--- config.mk ---
export PLATFORM = sky130hd
export DESIGN_NAME = mod_counter_sequencer_flat
export DESIGN_NICKNAME = d
export VERILOG_FILES = /design/src/rtl/mod_counter_sequencer_if.sv /design/src/rtl/mod_counter_sequencer.sv /design/src/flat_wrapper.sv
export SDC_FILE = /design/constraint.sdc
export NUM_CORES = 1
export LEC_CHECK = 0
export CORE_AREA = 2 2 68 76
export CTS_BUF_LIST = sky130_fd_sc_hd__clkbuf_4 sky130_fd_sc_hd__clkbuf_8 sky130_fd_sc_hd__clkbuf_16
export DETAILED_ROUTE_END_ITERATION = 12
export DIE_AREA = 0 0 70 78
export GPL_TIMING_DRIVEN = 0
export PLACE_DENSITY = 0.66
export SYNTH_ARGS = -nofsm -noshare
export SYNTH_HDL_FRONTEND = slang
export SYNTH_SLANG_ARGS = --single-unit
--- constraint.sdc ---
create_clock -name clk -period 3.9 [get_ports clk]
set_clock_uncertainty 0.15 [all_clocks]
set_input_delay 0.39 -clock clk [delete_from_list [all_inputs] [get_ports clk]]
set_output_delay 0.39 -clock clk [all_outputs]
set_load 0.005 [all_outputs]
--- src/rtl/mod_counter_sequencer_if.sv ---
// Control/status bundle for mod_counter_sequencer: run requests and configuration
// from the control master, plus count, pulses and status back from the sequencer.
interface mod_counter_sequencer_if #(
    parameter int WIDTH = 3,
    parameter int CW    = 8
);
    logic             start;
    logic [WIDTH:0]   mod_val;
    logic [CW-1:0]    wraps;
    logic             up;
    logic             pause;
    logic             abort;
    logic [WIDTH-1:0] count;
    logic             tc;
    logic [CW-1:0]    wrap_cnt;
    logic             busy;
    logic             done;
    logic             cfg_err;

    modport master (
        output start, mod_val, wraps, up, pause, abort,
        input  count, tc, wrap_cnt, busy, done, cfg_err
    );

    modport slave (
        input  start, mod_val, wraps, up, pause, abort,
        output count, tc, wrap_cnt, busy, done, cfg_err
    );
endinterface

--- src/rtl/mod_counter_sequencer.sv ---
// Programmable modulo-N counter that runs a requested number of full wraps with
// start/done handshake, up/down direction, pause, abort and configuration checking.
module mod_counter_sequencer #(
    parameter int WIDTH = 3,
    parameter int CW    = 8
) (
    input  logic                    clk,
    input  logic                    rst,
    mod_counter_sequencer_if.slave  bus
);
    typedef enum logic [1:0] {
        ST_IDLE = 2'd0,
        ST_RUN  = 2'd1,
        ST_HOLD = 2'd2
    } state_t;

    localparam logic [WIDTH:0]   N_ONE = (WIDTH+1)'(1);
    localparam logic [WIDTH:0]   N_MIN = (WIDTH+1)'(2);
    localparam logic [WIDTH:0]   N_MAX = {1'b1, {WIDTH{1'b0}}};
    localparam logic [WIDTH-1:0] C_ONE = WIDTH'(1);
    localparam logic [CW-1:0]    W_ONE = CW'(1);

    // Modulus must lie in 2..2^WIDTH and at least one wrap must be requested.
    function automatic logic cfg_legal(input logic [WIDTH:0] n, input logic [CW-1:0] w);
        return (n >= N_MIN) && (n <= N_MAX) && (w != {CW{1'b0}});
    endfunction

    state_t           state_q;
    logic [WIDTH-1:0] count_q;
    logic [CW-1:0]    wrap_cnt_q;
    logic [CW-1:0]    wraps_q;
    logic [WIDTH:0]   n_q;
    logic             up_q;
    logic             tc_q;
    logic             done_q;
    logic             busy_q;
    logic             cfg_err_q;

    logic [WIDTH-1:0] top_s;
    logic [WIDTH-1:0] start_val_s;
    logic [WIDTH-1:0] step_d;
    logic [CW-1:0]    wrap_cnt_d;
    logic             at_term_s;
    logic             last_wrap_s;
    logic             start_legal_s;
    logic [WIDTH-1:0] load_val_s;

    // N-1 always fits in WIDTH bits because N never exceeds 2^WIDTH.
    assign top_s         = WIDTH'(n_q - N_ONE);
    assign start_val_s   = up_q ? {WIDTH{1'b0}} : top_s;
    assign at_term_s     = up_q ? (count_q == top_s) : (count_q == {WIDTH{1'b0}});
    assign step_d        = up_q ? (count_q + C_ONE) : (count_q - C_ONE);
    assign wrap_cnt_d    = wrap_cnt_q + W_ONE;
    assign last_wrap_s   = (wrap_cnt_d == wraps_q);
    assign start_legal_s = cfg_legal(bus.mod_val, bus.wraps);
    assign load_val_s    = bus.up ? {WIDTH{1'b0}} : WIDTH'(bus.mod_val - N_ONE);

    // Sequencer FSM with all outputs registered; pulses default low every cycle.
    always_ff @(posedge clk) begin
        if (rst) begin
            state_q    <= ST_IDLE;
            count_q    <= {WIDTH{1'b0}};
            wrap_cnt_q <= {CW{1'b0}};
            wraps_q    <= {CW{1'b0}};
            n_q        <= {(WIDTH+1){1'b0}};
            up_q       <= 1'b0;
            tc_q       <= 1'b0;
            done_q     <= 1'b0;
            busy_q     <= 1'b0;
            cfg_err_q  <= 1'b0;
        end else begin
            tc_q      <= 1'b0;
            done_q    <= 1'b0;
            cfg_err_q <= 1'b0;
            case (state_q)
                ST_IDLE: begin
                    busy_q <= 1'b0;
                    if (bus.start) begin
                        if (start_legal_s) begin
                            n_q        <= bus.mod_val;
                            wraps_q    <= bus.wraps;
                            up_q       <= bus.up;
                            count_q    <= load_val_s;
                            wrap_cnt_q <= {CW{1'b0}};
                            busy_q     <= 1'b1;
                            state_q    <= ST_RUN;
                        end else begin
                            cfg_err_q  <= 1'b1;
                        end
                    end
                end
                ST_RUN: begin
                    if (bus.abort) begin
                        count_q <= {WIDTH{1'b0}};
                        busy_q  <= 1'b0;
                        state_q <= ST_IDLE;
                    end else if (bus.pause) begin
                        state_q <= ST_HOLD;
                    end else if (at_term_s) begin
                        count_q    <= start_val_s;
                        tc_q       <= 1'b1;
                        wrap_cnt_q <= wrap_cnt_d;
                        if (last_wrap_s) begin
                            done_q  <= 1'b1;
                            busy_q  <= 1'b0;
                            state_q <= ST_IDLE;
                        end
                    end else begin
                        count_q <= step_d;
                    end
                end
                ST_HOLD: begin
                    // Leaving HOLD costs one edge; counting resumes on the next one.
                    if (bus.abort) begin
                        count_q <= {WIDTH{1'b0}};
                        busy_q  <= 1'b0;
                        state_q <= ST_IDLE;
                    end else if (!bus.pause) begin
                        state_q <= ST_RUN;
                    end
                end
                default: begin
                    count_q <= {WIDTH{1'b0}};
                    busy_q  <= 1'b0;
                    state_q <= ST_IDLE;
                end
            endcase
        end
    end

    assign bus.count    = count_q;
    assign bus.tc       = tc_q;
    assign bus.wrap_cnt = wrap_cnt_q;
    assign bus.busy     = busy_q;
    assign bus.done     = done_q;
    assign bus.cfg_err  = cfg_err_q;
endmodule

--- src/flat_wrapper.sv ---
// flat-port wrapper written by rule: the top's interface ports become plain ports
module mod_counter_sequencer_flat 
#(
    parameter int WIDTH = 3,
    parameter int CW    = 8
)
  (clk, rst, bus_start, bus_mod_val, bus_wraps, bus_up, bus_pause, bus_abort, bus_count, bus_tc, bus_wrap_cnt, bus_busy, bus_done, bus_cfg_err);
  mod_counter_sequencer_if #(.WIDTH(WIDTH), .CW(CW)) bus_i ();
  input  logic clk;
  input  logic rst;
  input wire logic [$bits(bus_i.start)-1:0] bus_start;
  input wire logic [$bits(bus_i.mod_val)-1:0] bus_mod_val;
  input wire logic [$bits(bus_i.wraps)-1:0] bus_wraps;
  input wire logic [$bits(bus_i.up)-1:0] bus_up;
  input wire logic [$bits(bus_i.pause)-1:0] bus_pause;
  input wire logic [$bits(bus_i.abort)-1:0] bus_abort;
  output wire logic [$bits(bus_i.count)-1:0] bus_count;
  output wire logic [$bits(bus_i.tc)-1:0] bus_tc;
  output wire logic [$bits(bus_i.wrap_cnt)-1:0] bus_wrap_cnt;
  output wire logic [$bits(bus_i.busy)-1:0] bus_busy;
  output wire logic [$bits(bus_i.done)-1:0] bus_done;
  output wire logic [$bits(bus_i.cfg_err)-1:0] bus_cfg_err;
  assign bus_i.start = bus_start;
  assign bus_i.mod_val = bus_mod_val;
  assign bus_i.wraps = bus_wraps;
  assign bus_i.up = bus_up;
  assign bus_i.pause = bus_pause;
  assign bus_i.abort = bus_abort;
  assign bus_count = bus_i.count;
  assign bus_tc = bus_i.tc;
  assign bus_wrap_cnt = bus_i.wrap_cnt;
  assign bus_busy = bus_i.busy;
  assign bus_done = bus_i.done;
  assign bus_cfg_err = bus_i.cfg_err;
  mod_counter_sequencer #(.WIDTH(WIDTH), .CW(CW)) u_core (.clk(clk), .rst(rst), .bus(bus_i));
endmodule
==> results by group <==
Status
  – Status: completed

Timing
  – Setup_tns: 0 ns
  – Final Setup Violations: 0
  – Slew @ Worst Pin: 0.673 ns
  – Max Slew Vio Count: 0
  – Period utilisation layout: 0.651
  – Setup ws final: 1.36 ns
  – Worst slew margin: 0.549
  – Max Fclk: 0.394 GHz
  – RSZ-0062 raised after global routing: no
  – Final hold vios: 0
  – Period minus WS final: 2.54 ns

Clock network
  – Clk buf depth: 2
  – Hold Buf Count CTS: 0
  – # resized after CTS: 0
  – TritonCTS buffer count: 5
  – CTS tree: yes
  – Setup Fix Bufs, Post-CTS: 0
  – CTS H-tree lvls: 2
  – Clk sink count: 29
  – CTS Root Cell: clkbuf_8
  – Worst-Skew Late Latency: 0.29 ns
  – Clock transition at the registers of the reported paths: 0.06 ns

Power and ir drop
  – Peak VDD IR: 0.232 mV
  – Power Density: 332 mW/mm^2
  – Overall Power: 763 uW
  – Static Leak: 0.000867 uW

Floorplan
  – Initial Util: 0.395
  – Row count: 26
  – Core area: 0.00462 mm^2
  – Chip width: 70 um
  – Num ports: 33
  – Die extent in y: 78 um
  – Die Area: 0.00546 mm^2

Critical path
  – RR Endpoint: u_core.bus.wrap_cnt[5]
  – Slowest CP cell: clkdlybuf4s50_1
  – CP max stage delay: 0.49 ns
  – Reg2Reg Launch Point: u_core.n_q[0]
  – CP Launch Type: input pin
  – R2r setup slk: 1.63 ns
  – Worst Path Max Fanout: 9
  – Critical path class: input pin to register
  – Crit path DAT: 2.58 ns
  – CP endpoint kind: register
  – CP delay by family, top: buffers and inverters
  – Worst path bufs/invs: 3
  – CP Cell Sequence: clkdlybuf4s50_1, inv_1, ha_1, nand2b_1, a21oi_1, a31oi_1, or3_1, buf_6, o41ai_2
  – Critical Path RT: 3.94 ns
  – R2R depth: 8

Worst hold path
  – Hold Startpoint: u_core.n_q[1]
  – Min-Delay Path Depth: 2
  – End of the worst hold path: u_core.n_q[1]
  – Hold crit path type: register to register

Route
  – DR vias/cell: 5.58
  – DRC viols: 0
  – WL final: 4.51 mm
  – Avg WL per Cell: 15.0 um
  – Initial drt markers: 105
  – Via count: 1675
  – First-pass DRT Iterations: 4
  – ANT nets after route: 0

Logic synthesis
  – Synth Register Bits: 29
  – Sequential area share after synthesis: 0.318
  – Area of the mapped netlist: 0.00183 mm^2
  – Top cells by area, synth: dfxtp_1 32%, mux2i_1 7.1%, nor2_1 4.3%
  – Yosys cell types: 52
  – Post-synth top cells: 29 x dfxtp_1, 21 x nor2_1, 13 x mux2i_1
  – Syn Nets: 227
  – Most frequent cell after synthesis: dfxtp_1
  – Post-synth EDFFs: 0
  – Yosys warns: 0
  – Top cell type's share of synthesized area: 0.318
  – Post-Synthesis Cells: 205
  – Ys async rst share: 0
  – Mapped Avg Cell Area: 8.90 um^2
  – Leading area contributor after synthesis: dfxtp_1
  – Top_reg_cell synth: dfxtp_1

Finish
  – Fillers: 467
  – Area delta synth->final: 25.8%
  – Area of the multi-input gates: 0.00114 mm^2
  – Final core occ: 0.497
  – Post-route insts no fill: 300
  – Register area: 581 um^2
  – NumNets Final: 265
  – Final antenna diode count: 0
  – Layout cells sized above 1: 0.0902

GRT
  – Gr usage total: 0.178
  – Grt total ovfl: 0
  – First-pass GRT wire length: 7.76 mm
  – Largest net degree at the start of global routing: 11
  – Initial antenna violation count: 0
  – Vias in the first global route: 1644

Placed design
  – Dpl ws: 1.12 ns
  – DP Cell Count: 292
  – Port Buf Inserts: 31
  – Final HPWL DP: 3.37 mm
  – Routability cong.: 0.836

Run
  – Max cap viols: 0
placed cells by master, fill, tap and decap left out, types with 4 or more instances in the layout:
| cell type | count |
|---|---|
| nor3_1 | 5 |
| nand3_1 | 4 |
| mux2i_1 | 13 |
| nor4_1 | 5 |
| nand2_1 | 6 |
| clkbuf_1 | 4 |
| or3_1 | 4 |
| xnor2_1 | 6 |
| a21oi_1 | 8 |
| dfxtp_1 | 29 |
| clkbuf_8 | 5 |
| o21ai_0 | 4 |
| o311ai_0 | 4 |
| nor2_1 | 21 |
| nand2b_1 | 5 |
| a211oi_1 | 8 |
| inv_1 | 11 |
| clkdlybuf4s50_1 | 31 |
| xor2_1 | 7 |
routing by layer:
| metal | track usage | up-vias | wire (um) |
|---|---|---|---|
| li1 | - | 841 | - |
| met1 | 0.217 | 790 | 2060 |
| met2 | 0.308 | 36 | 2170 |
| met3 | 0.0390 | 8 | 185 |
| met4 | 0.0635 | 0 | 90 |
| met5 | 0 | - | 0 |
tightest hold or removal path, cell delays in order, from the launching register on:
cell	delay, ns
dfxtp_1	0.33
mux2i_1	0.06
nor2_1	0.08
state kept, by name, indices dropped and copies added (netlist names), 2 cells and up:
register / cells
u_core.bus.wrap_cnt: 8
u_core.wraps_q: 8
u_core.bus.count: 3
u_core.n_q: 3
u_core.state_q: 2
metrics by stage:
step	cell area [um^2]	hold WS [ns]
2_1_floorplan	1830	0.310
3_3_place_gp	2210	0.330
3_5_place_dp	2210	0.357
4_1_cts	2300	0.373
5_1_grt	2300	0.392
6_report	2300	0.359
area by class of cell:
class | count | area share
clock buffers | 8 | 0.0398
plain buffers | 10 | 0.0278
multi-input cells | 155 | 0.496
well taps | 56 | 0.0305
repair buffers | 31 | 0.135
inverters | 11 | 0.0180
flip-flops and latches | 29 | 0.253
how the worst max path moves through the flow:
stage,depth (start not counted),end,startpoint,slack [ns]
after global placement,9,u_core.bus.wrap_cnt[5],bus_mod_val[0],1.14
after CTS,9,u_core.bus.wrap_cnt[5],bus_mod_val[0],1.40
after floorplan,8,u_core.bus.wrap_cnt[2],u_core.n_q[0],1.83
after global routing,9,u_core.bus.wrap_cnt[5],bus_mod_val[0],1.16
after detailed placement,9,u_core.bus.wrap_cnt[5],bus_mod_val[0],1.12
final,9,u_core.bus.wrap_cnt[5],bus_mod_val[0],1.36
power by group:
part	internal (uW)	switching, uW	leakage, uW
logic	85.4	85.7	0.000581
registers	310	17.7	0.000236
clock network	147	116	0.0000498
logic make-up after synthesis:
group / synth area share
DFF: 0.318
adders and majority gates: 0.0315
xor gates and xnor gates: 0.0747
buffers and inverters: 0.0576
muxes: 0.0713
AOI/OAI and AO/OA: 0.225
and+or+nand+nor: 0.221
(Power assumes the default switching activity.)
